`src/rtl/crc_chk_pkg.sv`:
```
// crc_chk_pkg
//   Shared constants and types for the CRC-16/XMODEM frame checker and the
//   reusable byte-wise CRC update function.
//   No ports (package).
package crc_chk_pkg;

    localparam logic [15:0] CRC_POLY      = 16'h1021;
    localparam logic [15:0] CRC_INIT      = 16'h0000;
    localparam int          PAYLOAD_BYTES = 14;
    localparam int          BLOCK_W       = 128;
    localparam int          CRC_W         = 16;
    localparam int          PAYLOAD_W     = BLOCK_W - CRC_W;
    localparam int          BYTE_IDX_W    = 4;
    localparam logic [BYTE_IDX_W-1:0] LAST_BYTE_IDX = BYTE_IDX_W'(PAYLOAD_BYTES - 1);
    localparam logic [CRC_W-1:0]      ERR_COUNT_MAX = '1;

    typedef enum logic [1:0] {
        IDLE = 2'd0,
        CALC = 2'd1,
        DONE = 2'd2
    } chk_state_e;

endpackage

```
`src/rtl/crc_frame_checker_crc16_byte_update.sv`:
```
// crc16_byte_update
//   Combinational next-CRC for CRC-16 (poly 0x1021), MSB-first, no
//   reflection. Processes one byte in eight unrolled bit steps. Shared with
//   the transmit-side CRC generator.
// Ports:
//   crc_in  [15:0]  current CRC
//   data    [7:0]   byte to fold in (bit 7 first)
//   crc_out [15:0]  CRC after the byte
module crc16_byte_update
    import crc_chk_pkg::*;
(
    input  logic [CRC_W-1:0] crc_in,
    input  logic [7:0]       data,
    output logic [CRC_W-1:0] crc_out
);

    logic [CRC_W-1:0] crc_work;

    always_comb begin
        // Pre-XOR the whole byte into the top; each step then only looks at the MSB.
        crc_work = crc_in ^ {data, 8'h00};
        for (int i = 0; i < 8; i++) begin
            if (crc_work[CRC_W-1]) begin
                crc_work = {crc_work[CRC_W-2:0], 1'b0} ^ CRC_POLY;
            end else begin
                crc_work = {crc_work[CRC_W-2:0], 1'b0};
            end
        end
    end

    assign crc_out = crc_work;

endmodule

```
`config.mk`:
```
export PLATFORM = sky130hd
export DESIGN_NAME = crc16_byte_update
export DESIGN_NICKNAME = d
export VERILOG_FILES = /design/src/rtl/crc_chk_pkg.sv /design/src/rtl/crc_frame_checker_crc16_byte_update.sv
export SDC_FILE = /design/constraint.sdc
export NUM_CORES = 1
export LEC_CHECK = 0
export BUFFER_PORTS_ARGS = -buffer_cell sky130_fd_sc_hd__buf_4
export CELL_PAD_IN_SITES_DETAIL_PLACEMENT = 1
export CELL_PAD_IN_SITES_GLOBAL_PLACEMENT = 2
export CORE_AREA = 2 2 40 57
export DETAILED_ROUTE_END_ITERATION = 8
export DIE_AREA = 0 0 42 59
export PLACE_DENSITY_LB_ADDON = 0.25
export SYNTH_ARGS = -nofsm -noshare
export SYNTH_HDL_FRONTEND = slang
export SYNTH_SLANG_ARGS = --single-unit
```
`constraint.sdc`:
```
create_clock -name vclk -period 1.3
set_clock_uncertainty 0.05 [all_clocks]
set_input_delay 0.195 -clock vclk [all_inputs]
set_output_delay 0.195 -clock vclk [all_outputs]
set_load 0.01 [all_outputs]
```
* Word-level counts from Yosys, hierarchy flattened
Cells that the tools add are included.
W data, S select, Z words.
** Cells by class
- Multiplexer cells :: 8
- Bitwise logic cells :: 9
** Operators by type and width (number)
- $mux W13 :: 8
- $not A3 Y3 :: 8
- $xor A16 B16 Y16 :: 1
** Storage, ports and cells
- Register bits :: 0
- Output and inout bits :: 16
- Logic and storage cells :: 17
- Input bits :: 24

* Logic depth before layout (Yosys ltp)
Gate-level depths: netlist (run 1).
- Depth in word-level cells :: 17
- Depth in mapped cells :: 3
- Depth with buffers taken out :: 3

* Least setup slack after synthesis (run 1)
No wires, ideal clock.
- Path kind :: input -> output
- Start :: input data[5]
- End :: output crc_out[5]
- Arrival time :: 0.955 ns
- Setup slack :: 0.100 ns
- Stages :: 2
- Buffers on the path :: 0
- Data required time :: 1.055 ns
- Cell sequence :: xnor2_2 -> xnor3_1
** Between the ends
- Cells in the longest elaborated chain, start to end :: 8
** RTL lines
- start, declared :: line crc_frame_checker_crc16_byte_update.sv:13 : input logic [7:0] data,
- $xor A16 B16 Y16 (*) :: line crc_frame_checker_crc16_byte_update.sv:21 : crc_work = crc_in ^ {data, 8'h00};
- $mux W13 (*) (5 in a row) :: line crc_frame_checker_crc16_byte_update.sv:23 : if (crc_work[CRC_W-1]) begin
- $not A3 Y3 (no line)
- $mux W13 (*) :: line crc_frame_checker_crc16_byte_update.sv:23
- end, declared :: line crc_frame_checker_crc16_byte_update.sv:14 : output logic [CRC_W-1:0] crc_out
Mark *: on every way between the ends. The rest lies on a longest branch, timed or not.

* Worst setup path in the final report (run 1)
Same ends and word-level chain as after synthesis.

==> results.json, run 1 <==
{
  "status": "complete, but fails checks",
  "violations": "negative setup slack",
  "clkPwrFrac_pct": 0,
  "pin_count": 40,
  "initial_utilization_pct": 20.53,
  "timing.fmax_ghz": 0.7595,
  "hpwl_um": 914.6,
  "num_rows": 19,
  "hold_viol_final": 0,
  "power_w": 0.0007402,
  "fin_ws_ns": -0.01669,
  "p_int_w": 0.0004979,
  "fillerInstances": 192,
  "syn_inst": 25,
  "slowest_stage": "xnor3_1",
  "drt-wirelength-per-cell_um": 11.71,
  "hold_start": "crc_in[1]",
  "ys_seq_area_share_pct": 0,
  "cp_cell_sequence": "buf_8 -> xnor2_4 -> xnor3_1 -> buf_6",
  "post-route-period-util_pct": 101.3,
  "holdBufCountCts": 0,
  "path_delay_family": "XOR/XNOR gates",
  "drc": 0,
  "drt-total-wl_um": 1159,
  "rsz0062_at_grt": "true",
  "min_path_cells": 3,
  "slew_violations": 0,
  "grt_antenna_before_repair": 0,
  "design.seq.count": 0,
  "gp_congestion": 0.6364,
  "layout-area-overhead-vs-synth_pct": 157.6,
  "pwr-share-comb_pct": 100.0,
  "dieArea_um2": 2478,
  "ant_nets": 0,
  "drive_gt1_share_pct": 82.05,
  "critPathMaxStageDelay_ns": 0.44,
  "finalCoreUtilization_pct": 52.89,
  "relSlewSlack_pct": 85.42,
  "dr.pass1.iters": 4,
  "switching_share_pct": 32.74,
  "first_iter_violations": 1,
  "cp.required_ns": 1.05,
  "routed_via_density": 3.980,
  "nNetsFinal": 104,
  "multi_input_area_um2": 478.0,
  "yosys_warnings": 0,
  "cp.arrival_ns": 1.07,
  "antenna_cells": 0,
  "synth.distinct_cells": 9,
  "worstPathMaxFanout": 4,
  "netlist_area_um2": 395.4,
  "finalSetupViolCount": 2,
  "avgSynthCellArea_um2": 15.82,
  "grt_pass1_vias": 463,
  "max-cap-violations": 0,
  "fp.coreArea_um2": 1926,
  "grtUsageTotal_pct": 9.744,
  "synth_nets": 49,
  "port-buffer-count": 40,
  "leakage_nw": 0.5321,
  "final.clkbuf_count": 0,
  "cp_num_buf_inv": 2,
  "place_ws_ns": -0.2075,
  "power_switching_w": 0.0002423,
  "grt_pass1_wl_um": 1890,
  "grt_max_degree": 5,
  "crit_type": "input port to output pin",
  "powerDensity_nw_per_um2": 726.8,
  "endpoint_kind": "output pin",
  "die_y_um": 59,
  "sequentialPowerShare_pct": 0,
  "min_to": "crc_out[9]",
  "hold_slack_ns": 0.6167,
  "die_width_um": 42,
  "vias": 394,
  "holdCritPathClass": "input port to output pin",
  "ir_drop_mv": 0.4310,
  "period_needed_ns": 1.317,
  "critPathLaunchType": "input port",
  "grt_overflow_total": 0,
  "tightest_slew_ns": 0.2188,
  "regArea_um2": 0
}
cell families after synthesis:
family | share of synthesized area, %
XOR/XNOR | 99.06
buffers and inverters | 0.9485
worst min-delay path, stage by stage:
cell and delay, ns:
buf_4 0.08, xnor2_1 0.06, buf_4 0.13
cell usage after synthesis:
cell     n  area, µm²
xnor2_2  3      48.80
xnor3_1  4      90.09
xnor2_1  8      70.07
xor3_4   2      55.05
xnor3_4  1      26.28
xor2_1   3      26.28
inv_1    1      3.750
xor3_1   2      47.55
xnor2_4  1      27.53
stage by stage:
stage | area (µm²) | setup TNS (ns) | std cells
after floorplan | 395.4 | 0 | 25
after global routing | 1018 | -0.1647 | 99
after detailed placement | 789.5 | -0.9850 | 95
after global placement | 789.5 | -0.8610 | 95
after CTS | 973.4 | -0.07753 | 99
final | 1018 | -0.01705 | 99
timing repair:
action / in CTS / in global routing
buffers inserted: 6 / 2
resized for setup: 29 / 10
pin swaps: 13 / 7
endpoints found under the setup margin: 9 / 8
placed cells by master (no fill, tap or decap), drive strengths merged:
cell	synthesis	layout
xnor2	12	12
inv	1	1
xor2	3	3
buf	0	53
xor3	4	4
xnor3	5	5
worst max-delay path by stage:
stage / depth (start not counted) / start / endpoint
floorplan: 2 / data[5] / crc_out[5]
global placement: 4 / data[7] / crc_out[7]
detailed placement: 4 / data[7] / crc_out[8]
CTS: 5 / crc_in[8] / crc_out[5]
global route: 4 / data[5] / crc_out[5]
finish: 4 / data[5] / crc_out[5]
power groups by stage:
stage	registers [W]	clock network [W]	logic, W
floorplan	0	0	0.000301
global placement	0	0	0.000596
detailed placement	0	0	0.000603
CTS	0	0	0.000727
global route	0	0	0.000784
finish	0	0	0.000740
layout make-up:
| class | count | share of cell area [%] |
|---|---|---|
| multi-input combinational | 24 | 46.93 |
| inverter | 1 | 0.3685 |
| timing repair buffer | 53 | 50.12 |
| tap | 21 | 2.580 |
per-layer routing:
layer | global-route usage, % | routed length (µm)
met1 | 8.429 | 311
met2 | 23.44 | 754
met3 | 0.9146 | 94
met4 | 0 | 0
met5 | 0 | 0
(Power assumes the default switching activity.)
==> run 2, diff against run 1 <==
--- a/config.mk
+++ b/config.mk
@@ -12,4 +12,5 @@
 export DETAILED_ROUTE_END_ITERATION = 8
 export DIE_AREA = 0 0 42 59
+export MAX_ROUTING_LAYER = met4
 export PLACE_DENSITY_LB_ADDON = 0.25
 export SYNTH_ARGS = -nofsm -noshare
==> constraint.sdc (replaced) <==
create_clock -name vclk -period 1.3
set_clock_uncertainty 0.05 [all_clocks]
set_input_delay 0.065 -clock vclk [all_inputs]
set_output_delay 0.065 -clock vclk [all_outputs]
set_load 0.01 [all_outputs]
==> results.json, run 2 (same netlist as run 1, synthesis figures left out) <==
{
  "cp.arrival_ns": 1.09,
  "layout-area-overhead-vs-synth_pct": 86.39,
  "slew_violations": 0,
  "regArea_um2": 0,
  "grt_overflow_total": 0,
  "antenna_cells": 0,
  "startpoint": "data[7]",
  "critPathLaunchType": "input port",
  "design.seq.count": 0,
  "tightest_slew_ns": 0.3590,
  "powerDensity_nw_per_um2": 760.2,
  "grt_max_degree": 6,
  "pin_count": 40,
  "initial_utilization_pct": 20.53,
  "hpwl_um": 897.4,
  "cts_setup_buffers": 0,
  "dr.pass1.iters": 2,
  "tns_ns": 0,
  "post_cts_resize_count": 0,
  "max-cap-violations": 0,
  "num_rows": 19,
  "post-route-period-util_pct": 92.54,
  "cp_cell_sequence": "buf_4 -> xnor2_2 -> xor3_4 -> buf_4",
  "critPathMaxStageDelay_ns": 0.44,
  "gp_congestion": 0.6073,
  "worstSetupEndpoint": "crc_out[15]",
  "grt_antenna_before_repair": 0,
  "holdBufCountCts": 0,
  "layout_commonest_cell": "buf_4",
  "holdCritPathClass": "input port to output pin",
  "timing.fmax_ghz": 0.8312,
  "cpMostUsedCell": "buf_4",
  "rsz0062_at_grt": "false",
  "power_w": 0.0005602,
  "grt_pass1_vias": 405,
  "first_iter_violations": 2,
  "fp.coreArea_um2": 1926,
  "ant_nets": 0,
  "worstPathMaxFanout": 4,
  "drc": 0,
  "port-buffer-count": 40,
  "drt-total-wl_um": 957,
  "finalSetupViolCount": 0,
  "endpoint_kind": "output pin",
  "drt-wirelength-per-cell_um": 10.88,
  "die_y_um": 59,
  "slowest_stage": "xor3_4",
  "die_width_um": 42,
  "routed_via_density": 3.955,
  "relSlewSlack_pct": 75.90,
  "hold_viol_final": 0,
  "grtUsageTotal_pct": 8.251,
  "status": "finished clean",
  "vias": 348,
  "ir_drop_mv": 0.3513,
  "final_cell_mix": "buf_4 (42), xnor2_1 (8), xnor3_1 (4)",
  "leakage_nw": 0.4115,
  "drive_gt1_share_pct": 73.13,
  "dieArea_um2": 2478,
  "period_needed_ns": 1.203,
  "grt_pass1_wl_um": 1628,
  "crit_type": "input port to output pin",
  "nNetsFinal": 93,
  "final.clkbuf_count": 0,
  "cp.required_ns": 1.19
}
-- run 2: metal layers --
| layer | wire length [µm] | vias to the layer above | global-route usage (%) |
|---|---|---|---|
| met5 | 0 | - | - |
| met1 | 268 | 161 | 7.280 |
| li1 | - | 167 | - |
| met3 | 91 | 0 | 0.3049 |
| met4 | 0 | 0 | 0 |
| met2 | 598 | 20 | 19.20 |
-- run 2: power breakdown --
| group | internal, W | total, W | switching [W] |
|---|---|---|---|
| logic | 0.000361 | 0.000560 | 0.000200 |
| clock network | 0 | 0 | 0 |
| registers | 0 | 0 | 0 |
| total | 0.000361 | 0.000560 | 0.000200 |
-- run 2: area by class of cell --
class | instances | area, µm²
multi-input combinational | 24 | 391.6
timing repair buffer | 42 | 315.3
inverter | 1 | 3.754
fill | 220 | 1189
tap | 21 | 26.28
-- run 2: worst min-delay path by stage --
stage	from	to	slack, ns	depth (start not counted)
detailed placement	crc_in[3]	crc_out[11]	0.36	3
CTS	crc_in[3]	crc_out[11]	0.36	3
global placement	crc_in[3]	crc_out[11]	0.35	3
global route	crc_in[1]	crc_out[9]	0.37	3
floorplan	crc_in[2]	crc_out[10]	0.17	1
finish	crc_in[3]	crc_out[11]	0.36	3
-- run 2: metrics by stage --
| stage | instances | util [%] | hold WS [ns] | instance area (µm²) | setup slack (ns) |
|---|---|---|---|---|---|
| 2_1_floorplan | 25 | - | 0.1677 | 395.4 | 0.3604 |
| 3_3_place_gp | 88 | 38.27 | 0.3548 | 737.0 | 0.07903 |
| 3_5_place_dp | 88 | 38.27 | 0.3627 | 737.0 | 0.07113 |
| 4_1_cts | 88 | 38.27 | 0.3627 | 737.0 | 0.07113 |
| 5_1_grt | 88 | 38.27 | 0.3727 | 737.0 | 0.004807 |
| 6_report | 88 | 38.27 | 0.3569 | 737.0 | 0.09693 |
-- run 2: critical path: cells and delay by family --
kind | cells | cell delay, ns
buffers and inverters | 2 | 0.29
xor gates and xnor gates | 2 | 0.73
